[src/rtl/dds_cfg_sequencer.sv]
// dds_cfg_sequencer
//   Captures a DDS configuration (frequency, waveform, amplitude, sweep
//   settings) on the rising edge of spi_ok. The configuration is applied at
//   the next phase-accumulator wrap, or after WRAP_TIMEOUT cycles if no wrap
//   arrives. It can optionally run a linear frequency sweep from the captured
//   frequency up to sweep_stop.
//
//   Build option: define DDS_SWEEP_LOOP_EN to make the sweep restart from the
//   start frequency after reaching the stop frequency. Without it, the sweep
//   ends in RUN holding the stop frequency.
//
// Ports
//   clk, rst_n           clock, asynchronous active-low reset
//   spi_ok               SPI transfer-complete level (rising edge = capture)
//   freq_in/wave_in/amp_in  configuration to capture
//   sweep_en/sweep_stop/sweep_step/dwell  sweep request and parameters
//   phase_wrap           one-cycle accumulator wrap pulse
//   fre_dat/pic_dat/amp_dat  applied configuration
//   cfg_upd              one-cycle pulse following any output change
//   busy                 high while pending or sweeping
//   sweep_active         high while sweeping
module dds_cfg_sequencer #(
    parameter int unsigned FW           = 24,
    parameter int unsigned WW           = 8,
    parameter int unsigned AW           = 16,
    parameter int unsigned DW           = 16,
    parameter int unsigned WRAP_TIMEOUT = 4096
) (
    input  logic          clk,
    input  logic          rst_n,
    input  logic          spi_ok,
    input  logic [FW-1:0] freq_in,
    input  logic [WW-1:0] wave_in,
    input  logic [AW-1:0] amp_in,
    input  logic          sweep_en,
    input  logic [FW-1:0] sweep_stop,
    input  logic [FW-1:0] sweep_step,
    input  logic [DW-1:0] dwell,
    input  logic          phase_wrap,
    output logic [FW-1:0] fre_dat,
    output logic [WW-1:0] pic_dat,
    output logic [AW-1:0] amp_dat,
    output logic          cfg_upd,
    output logic          busy,
    output logic          sweep_active
);

    localparam int unsigned TW = (WRAP_TIMEOUT > 1) ? $clog2(WRAP_TIMEOUT) : 1;
    localparam logic [TW-1:0] TO_LAST = TW'(WRAP_TIMEOUT - 1);

    typedef enum logic [1:0] {
        IDLE,
        PEND,
        RUN,
        SWEEP
    } state_t;

    state_t state;

    logic          spi_ok_q;
    logic [FW-1:0] sh_freq;
    logic [WW-1:0] sh_wave;
    logic [AW-1:0] sh_amp;
    logic          sh_sweep;
    logic [FW-1:0] sh_stop;
    logic [FW-1:0] sh_step;
    logic [DW-1:0] sh_dwell;
    logic [TW-1:0] to_cnt;
    logic [DW-1:0] dw_cnt;

    logic          capture;
    logic          apply_go;
    logic          sweep_go;
    logic          dwell_done;
    logic [DW-1:0] dw_last;
    logic [FW:0]   step_sum;

    always_comb begin
        capture    = spi_ok & ~spi_ok_q;
        apply_go   = phase_wrap || (to_cnt == TO_LAST);
        sweep_go   = sh_sweep && (sh_step != '0) && (sh_stop > sh_freq);
        // A dwell of 0 behaves like 1: step every cycle.
        dw_last    = (sh_dwell == '0) ? '0 : sh_dwell - DW'(1);
        dwell_done = (dw_cnt == dw_last);
        // One extra bit so a step near the top of the range cannot wrap.
        step_sum   = {1'b0, fre_dat} + {1'b0, sh_step};
    end

    always_ff @(posedge clk or negedge rst_n) begin
        if (!rst_n) begin
            state        <= IDLE;
            spi_ok_q     <= 1'b0;
            sh_freq      <= '0;
            sh_wave      <= '0;
            sh_amp       <= '0;
            sh_sweep     <= 1'b0;
            sh_stop      <= '0;
            sh_step      <= '0;
            sh_dwell     <= '0;
            to_cnt       <= '0;
            dw_cnt       <= '0;
            fre_dat      <= '0;
            pic_dat      <= '0;
            amp_dat      <= '0;
            cfg_upd      <= 1'b0;
            busy         <= 1'b0;
            sweep_active <= 1'b0;
        end else begin
            spi_ok_q <= spi_ok;
            cfg_upd  <= 1'b0;

            // A capture wins over everything else, including a wrap on the
            // same edge and any sweep step that would have occurred.
            if (capture) begin
                sh_freq      <= freq_in;
                sh_wave      <= wave_in;
                sh_amp       <= amp_in;
                sh_sweep     <= sweep_en;
                sh_stop      <= sweep_stop;
                sh_step      <= sweep_step;
                sh_dwell     <= dwell;
                to_cnt       <= '0;
                state        <= PEND;
                busy         <= 1'b1;
                sweep_active <= 1'b0;
            end else begin
                case (state)
                    PEND: begin
                        if (apply_go) begin
                            fre_dat <= sh_freq;
                            pic_dat <= sh_wave;
                            amp_dat <= sh_amp;
                            cfg_upd <= 1'b1;
                            dw_cnt  <= '0;
                            if (sweep_go) begin
                                state        <= SWEEP;
                                busy         <= 1'b1;
                                sweep_active <= 1'b1;
                            end else begin
                                state        <= RUN;
                                busy         <= 1'b0;
                                sweep_active <= 1'b0;
                            end
                        end else begin
                            to_cnt <= to_cnt + TW'(1);
                        end
                    end

                    SWEEP: begin
                        if (dwell_done) begin
                            dw_cnt  <= '0;
                            cfg_upd <= 1'b1;
`ifdef DDS_SWEEP_LOOP_EN
                            // Sitting at stop: this expiry restarts the ramp.
                            if (fre_dat == sh_stop) begin
                                fre_dat <= sh_freq;
                            end else if (step_sum >= {1'b0, sh_stop}) begin
                                fre_dat <= sh_stop;
                            end else begin
                                fre_dat <= step_sum[FW-1:0];
                            end
`else
                            if (step_sum >= {1'b0, sh_stop}) begin
                                fre_dat      <= sh_stop;
                                state        <= RUN;
                                busy         <= 1'b0;
                                sweep_active <= 1'b0;
                            end else begin
                                fre_dat <= step_sum[FW-1:0];
                            end
`endif
                        end else begin
                            dw_cnt <= dw_cnt + DW'(1);
                        end
                    end

                    default: begin
                        // IDLE and RUN hold the applied configuration.
                    end
                endcase
            end
        end
    end

endmodule

[config.mk]
export PLATFORM = sky130hd
export DESIGN_NAME = dds_cfg_sequencer
export DESIGN_NICKNAME = d
export VERILOG_FILES = /design/src/rtl/dds_cfg_sequencer.sv
export SDC_FILE = /design/constraint.sdc
export NUM_CORES = 1
export LEC_CHECK = 0
export BUFFER_PORTS_ARGS = -buffer_cell sky130_fd_sc_hd__buf_2
export CORE_UTILIZATION = 35
export CTS_BUF_LIST = sky130_fd_sc_hd__clkbuf_4
export CTS_CLUSTER_DIAMETER = 80
export DETAILED_ROUTE_END_ITERATION = 10
export HOLD_SLACK_MARGIN = 0.12
export SYNTH_ARGS = -nofsm -noshare
export SYNTH_HDL_FRONTEND = slang
export SYNTH_SLANG_ARGS = --single-unit
[constraint.sdc]
create_clock -name clk -period 4.7 [get_ports clk]
set_input_delay 0.94 -clock clk [delete_from_list [all_inputs] [get_ports clk]]
set_output_delay 0.94 -clock clk [all_outputs]
set_load 0.05 [all_outputs]
Word level (Yosys, flattened, before mapping)
Cells that the tools add are included.

Register bits: 195. Latch bits: 0. Bits in writable memories: 0. Memory bits (read-only): 0. Input bits: 117. Word-level logic and storage cells: 77. Memories: 0.

Add/sub/neg operators: 4. Multipliers: 0. Div/mod/pow operators: 0. Magnitude comparators: 2. Equal/unequal tests: 10. Shift operators: 0. Multiplexer cells: 28. Bitwise logic cells: 3. Reductions and logical operators: 13.

Operators by type and width (count): 24-bit 2-to-1 mux (3); 16-bit 2-to-1 mux (3); 24-bit case mux with 2 select lines (1); 12-bit 2-to-1 mux (3); 16-bit case mux with 2 select lines (1); 24-bit by 24-bit adder with 25-bit output (1); 25-bit by 24-bit greater-or-equal comparator with 1-bit output (1); 24-bit greater-than comparator (1); 24-bit nonzero test (1); 16-bit by 1-bit adder with 16-bit output, second input constant (1); 16-bit == test (1); 16-bit zero test (1); 16-bit by 1-bit subtractor with 16-bit output, second input constant (1); 12-bit by 1-bit adder with 12-bit output, second input constant (1); 12-bit == test, second input constant (1); 1-bit 2-to-1 mux (10); 3-bit inequality test, second input constant (3); 2-bit 2-to-1 mux (4); 4-bit AND reduction (2); 2-bit inequality test, second input constant (3); 3-bit AND reduction (2); 1-bit case mux with 2 select lines (2); 2-bit case mux with 2 select lines (1); 2-bit nonzero test (2); 8 further kinds (10).

Longest topological paths before layout
Depth in word-level cells: 7. Gate-level depth with buffers: 20. Depth with buffers taken out: 17.

Worst setup path after synthesis
OpenSTA, ideal clock, no wires.

Path type: register to register. Start point: reg fre_dat[0]. End point: reg fre_dat[23]. Setup time: 123 ps. Arrival time: 4860 ps. Data required time: 4577 ps. Setup slack: -283 ps. Cell stages (with the launch flop): 20. Buffers on the path: 2. Clock period less this slack: 4983 ps. Cell sequence: dfrtp_1 ha_1 fa_1 a21o_1 a221oi_1 o2bb2ai_1 o2111ai_1 nor2b_1 a211oi_1 ha_1 a21oi_1 nor2b_1 a2111oi_0 o2111ai_1 nor3_1 clkbuf_1 clkbuf_1 nand4_1 a31oi_1 o2bb2ai_1.

Cells in the longest elaborated chain, start to end: 5.

Ends and longest elaborated chain: start, declared (RTL line 40) `output logic [FW-1:0] fre_dat,`; start signal, assigned (RTL line 130) `fre_dat <= sh_freq;`; start signal, assigned (RTL line 164) `fre_dat <= sh_stop;`; start signal, assigned (RTL line 169) `fre_dat <= step_sum[FW-1:0];`; 24-bit by 24-bit adder with 25-bit output * (RTL line 86) `step_sum = {1'b0, fre_dat} + {1'b0, sh_step};`; 25-bit by 24-bit greater-or-equal comparator with 1-bit output (RTL line 163) `if (step_sum >= {1'b0, sh_stop}) begin`; 24-bit 2-to-1 mux * (RTL line 163); 24-bit 2-to-1 mux * (RTL line 150) `if (dwell_done) begin`; 24-bit case mux with 2 select lines * (RTL line 127) `case (state)`.

Every way passes the cells marked *; elsewhere a longest branch is shown, timed or not. The select of a mux whose other input is x is not followed. A chain may end at the register's enable or synchronous reset.

Worst setup path in the final report
Start point: reg sh_step[2]. End point: reg fre_dat[3].

Cells in the longest elaborated chain, start to end: 5.

Ends and longest elaborated chain: start, declared (RTL line 66) `logic [FW-1:0] sh_step;`; start signal, assigned (RTL line 120) `sh_step <= sweep_step;`; 24-bit by 24-bit adder with 25-bit output * (RTL line 86); 25-bit by 24-bit greater-or-equal comparator with 1-bit output (RTL line 163); 24-bit 2-to-1 mux * (RTL line 163); 24-bit 2-to-1 mux * (RTL line 150); 24-bit case mux with 2 select lines * (RTL line 127).

Marked as above.

==> impl_metrics.json <==
{
  "status": "finished clean",
  "setup_viol": 0,
  "crit_type": "register to register",
  "grt_antenna_before_repair": 2,
  "post_drt_wl_per_cell_microns": 17.7,
  "synth-async-reset-ratio_pct": 100,
  "area_growth_pct": 16.8,
  "placed_cell_area_sq_um": 12700,
  "reg2reg_to": "fre_dat[3]$_DFFE_PN0P_",
  "die_area_sq_um": 33200,
  "grt_pass1_wl_microns": 53300,
  "grt.overflow.total": 0,
  "maxCapViolations": 0,
  "peakVddDrop_v": 0.000283,
  "ys_seq_area_share_pct": 42.8,
  "num_io_pins": 168,
  "clockBufferDepth": 2,
  "max_freq_mhz": 220,
  "via_per_inst": 5.30,
  "cellLeakagePower_nw": 6.39,
  "final_common_cell": "nand2_1",
  "drive_gt1_share_pct": 21.7,
  "core-area_sq_um": 31700,
  "reg2reg_slack_ps": 150,
  "fin_area_sq_um": 13300,
  "ys_warn_count": 0,
  "initial_core_util_pct": 35.8,
  "synth-edff-count": 0,
  "drt_pre_antenna_iters": 7,
  "slew_viol_final": 0,
  "portBuffers": 167,
  "syn_inst": 1271,
  "cts_tree": "yes",
  "cp-start-kind": "register",
  "critPathCaptureType": "register",
  "rows": 65,
  "worstPathArrival_ps": 5100,
  "grt_pass1_vias": 9817,
  "fin_skew_ps": 31.3,
  "synth-seq-cells": 194,
  "route.detailed.drc": 0,
  "min_period_ps": 4550,
  "synthFlopType": "dfrtp_1",
  "fin_tns_setup_ps": 0,
  "slew_headroom_pct": 24.0,
  "cp_max_fo": 7,
  "fp.dieW_microns": 182,
  "ys_types": 74,
  "root_buffer": "clkbuf_4",
  "worstMarginPinSlew_ps": 1130,
  "grt_usage_pct": 20.4,
  "hold_path.class": "primary input to async pin",
  "cts.sinks": 194,
  "syn_area_per_cell_sq_um": 8.93,
  "grt_max_degree": 185,
  "die_h_microns": 182,
  "fin_crit_sh_pct": 96.7,
  "path_clk_slew_ps": 160,
  "dr_total_vias": 9820,
  "synth_area_sq_um": 11300,
  "powerDensity_nw_per_um2": 606,
  "routed_wl_microns": 32900,
  "finalPower_mw": 8.03,
  "final_nets": 1629,
  "hold_viol": 0,
  "crit_required_ps": 5250,
  "insertion_delay_ps": 650,
  "fin_util_pct": 41.8,
  "drtIter0Drc": 667,
  "place.gp.congestion": 0.899,
  "layout_common_cells": "nand2_1, dfrtp_1, buf_2",
  "syn-num-nets": 1464,
  "cts-buffers-inserted": 17,
  "rr_startpoint": "sh_step[2]$_DFFE_PN0P_",
  "cts_max_level": 4,
  "place.detailed.hpwl_microns": 24000,
  "whs_ps": 384,
  "reg2reg_depth": 16,
  "antenna_left": 0
}
==> registers in the layout (all words and copies together), names as in the netlist, 8 cells and up <==
register / count
fre_dat: 24
sh_freq: 24
sh_step: 24
sh_stop: 24
amp_dat: 16
dw_cnt: 16
sh_amp: 16
sh_dwell: 16
to_cnt: 12
pic_dat: 8
sh_wave: 8
==> critical path, stage by stage (launching register included) <==
cell,delay [ps]
dfrtp_2,480
ha_1,350
o211ai_1,240
o211ai_1,160
a31oi_2,310
buf_4,190
mux2_2,360
a211oi_4,290
ha_4,250
a2111oi_2,340
o21ai_0,140
o2111a_2,180
or3_4,430
nor2_2,150
buf_4,190
a211oi_1,80
o32ai_1,300
==> cell families (layout without fill, tap and decap cells) <==
group | Yosys count | after routing | share of synthesized area [%]
AND/OR/NAND/NOR | 514 | 514 | 20.7
AO/OA/AOI/OAI | 264 | 264 | 15.5
flip-flops | 194 | 194 | 42.8
buffers and inverters | 131 | 309 | 4.64
adder cells (fa/ha/maj) | 76 | 76 | 8.44
XOR/XNOR | 57 | 57 | 4.52
multiplexers | 35 | 35 | 3.41
other | 0 | 2 | 0
==> worst max path at each step <==
stage	startpoint	slack (ps)	end	depth (start not counted)
floorplan	fre_dat[1]$_DFFE_PN0P_	40	fre_dat[0]$_DFFE_PN0P_	17
CTS	sh_step[0]$_DFFE_PN0P_	-40	fre_dat[20]$_DFFE_PN0P_	18
global placement	fre_dat[1]$_DFFE_PN0P_	-90	fre_dat[0]$_DFFE_PN0P_	16
finish	sh_step[2]$_DFFE_PN0P_	150	fre_dat[3]$_DFFE_PN0P_	16
global route	fre_dat[0]$_DFFE_PN0P_	-3	fre_dat[21]$_DFFE_PN0P_	19
detailed placement	sh_step[0]$_DFFE_PN0P_	-270	fre_dat[4]$_DFFE_PN0P_	18
==> metal layers <==
layer | vias up | part of all wire [%] | track usage [%]
met3 | 47 | 5.0 | 4.01
met5 | - | 0.26 | 0
met4 | 2 | 2.3 | 7.06
met1 | 4712 | 48 | 29.0
met2 | 264 | 45 | 31.0
li1 | 4795 | - | -
==> Yosys cell counts, types with 8 or more instances <==
library cell	count	area [sq um]
nand2_1	289	1080
xnor2_1	29	254
o21a_1	8	60.1
and4_1	8	70.1
ha_1	75	938
nand3_1	36	180
a21o_1	15	113
dfrtp_1	194	4850
o211ai_1	18	135
nor2b_1	8	50.1
mux2_2	25	282
nor4_1	13	81.3
inv_1	68	255
a21oi_1	39	195
nand4_1	19	119
nor3_1	18	90.1
a31oi_1	8	50.1
o21ai_0	89	445
xor2_1	27	236
and3_1	13	81.3
nor2_1	68	255
a211oi_1	16	120
clkbuf_1	54	203
==> power by group <==
group / internal [mW] / leakage (nW) / switching (mW)
registers: 2.02 / 2.43 / 0.332
logic: 1.82 / 3.81 / 2.90
clock network: 0.290 / 0.160 / 0.672
total: 4.13 / 6.39 / 3.90
==> metrics by stage <==
step,instances,setup WS (ps)
finish,1853,154
global route,1852,-3.42
CTS,1842,-39.4
detailed placement,1809,-270
global placement,1809,-88.5
floorplan,1271,44.3
==> layout make-up <==
cell class              count  area, sq um
diodes                      2         5.00
clock buffers              17          128
clock inverters            15          166
fillers                  3257        18500
inverters                  69          262
multi-input cells         946         6150
flip-flops and latches    194         4860
well taps                 402          503
repair buffers            208         1180
==> repair_timing <==
item                                   4_1_cts  5_1_grt
cloned                                       0        0
hold buffers                                 0        0
setup buffers                                1        9
endpoints found under the hold margin        0        0
pin swaps                                    0       18
setup endpoints to repair                   26       26
resized for setup                            9       25
No activity file was read; power rests on OpenSTA's default activity.
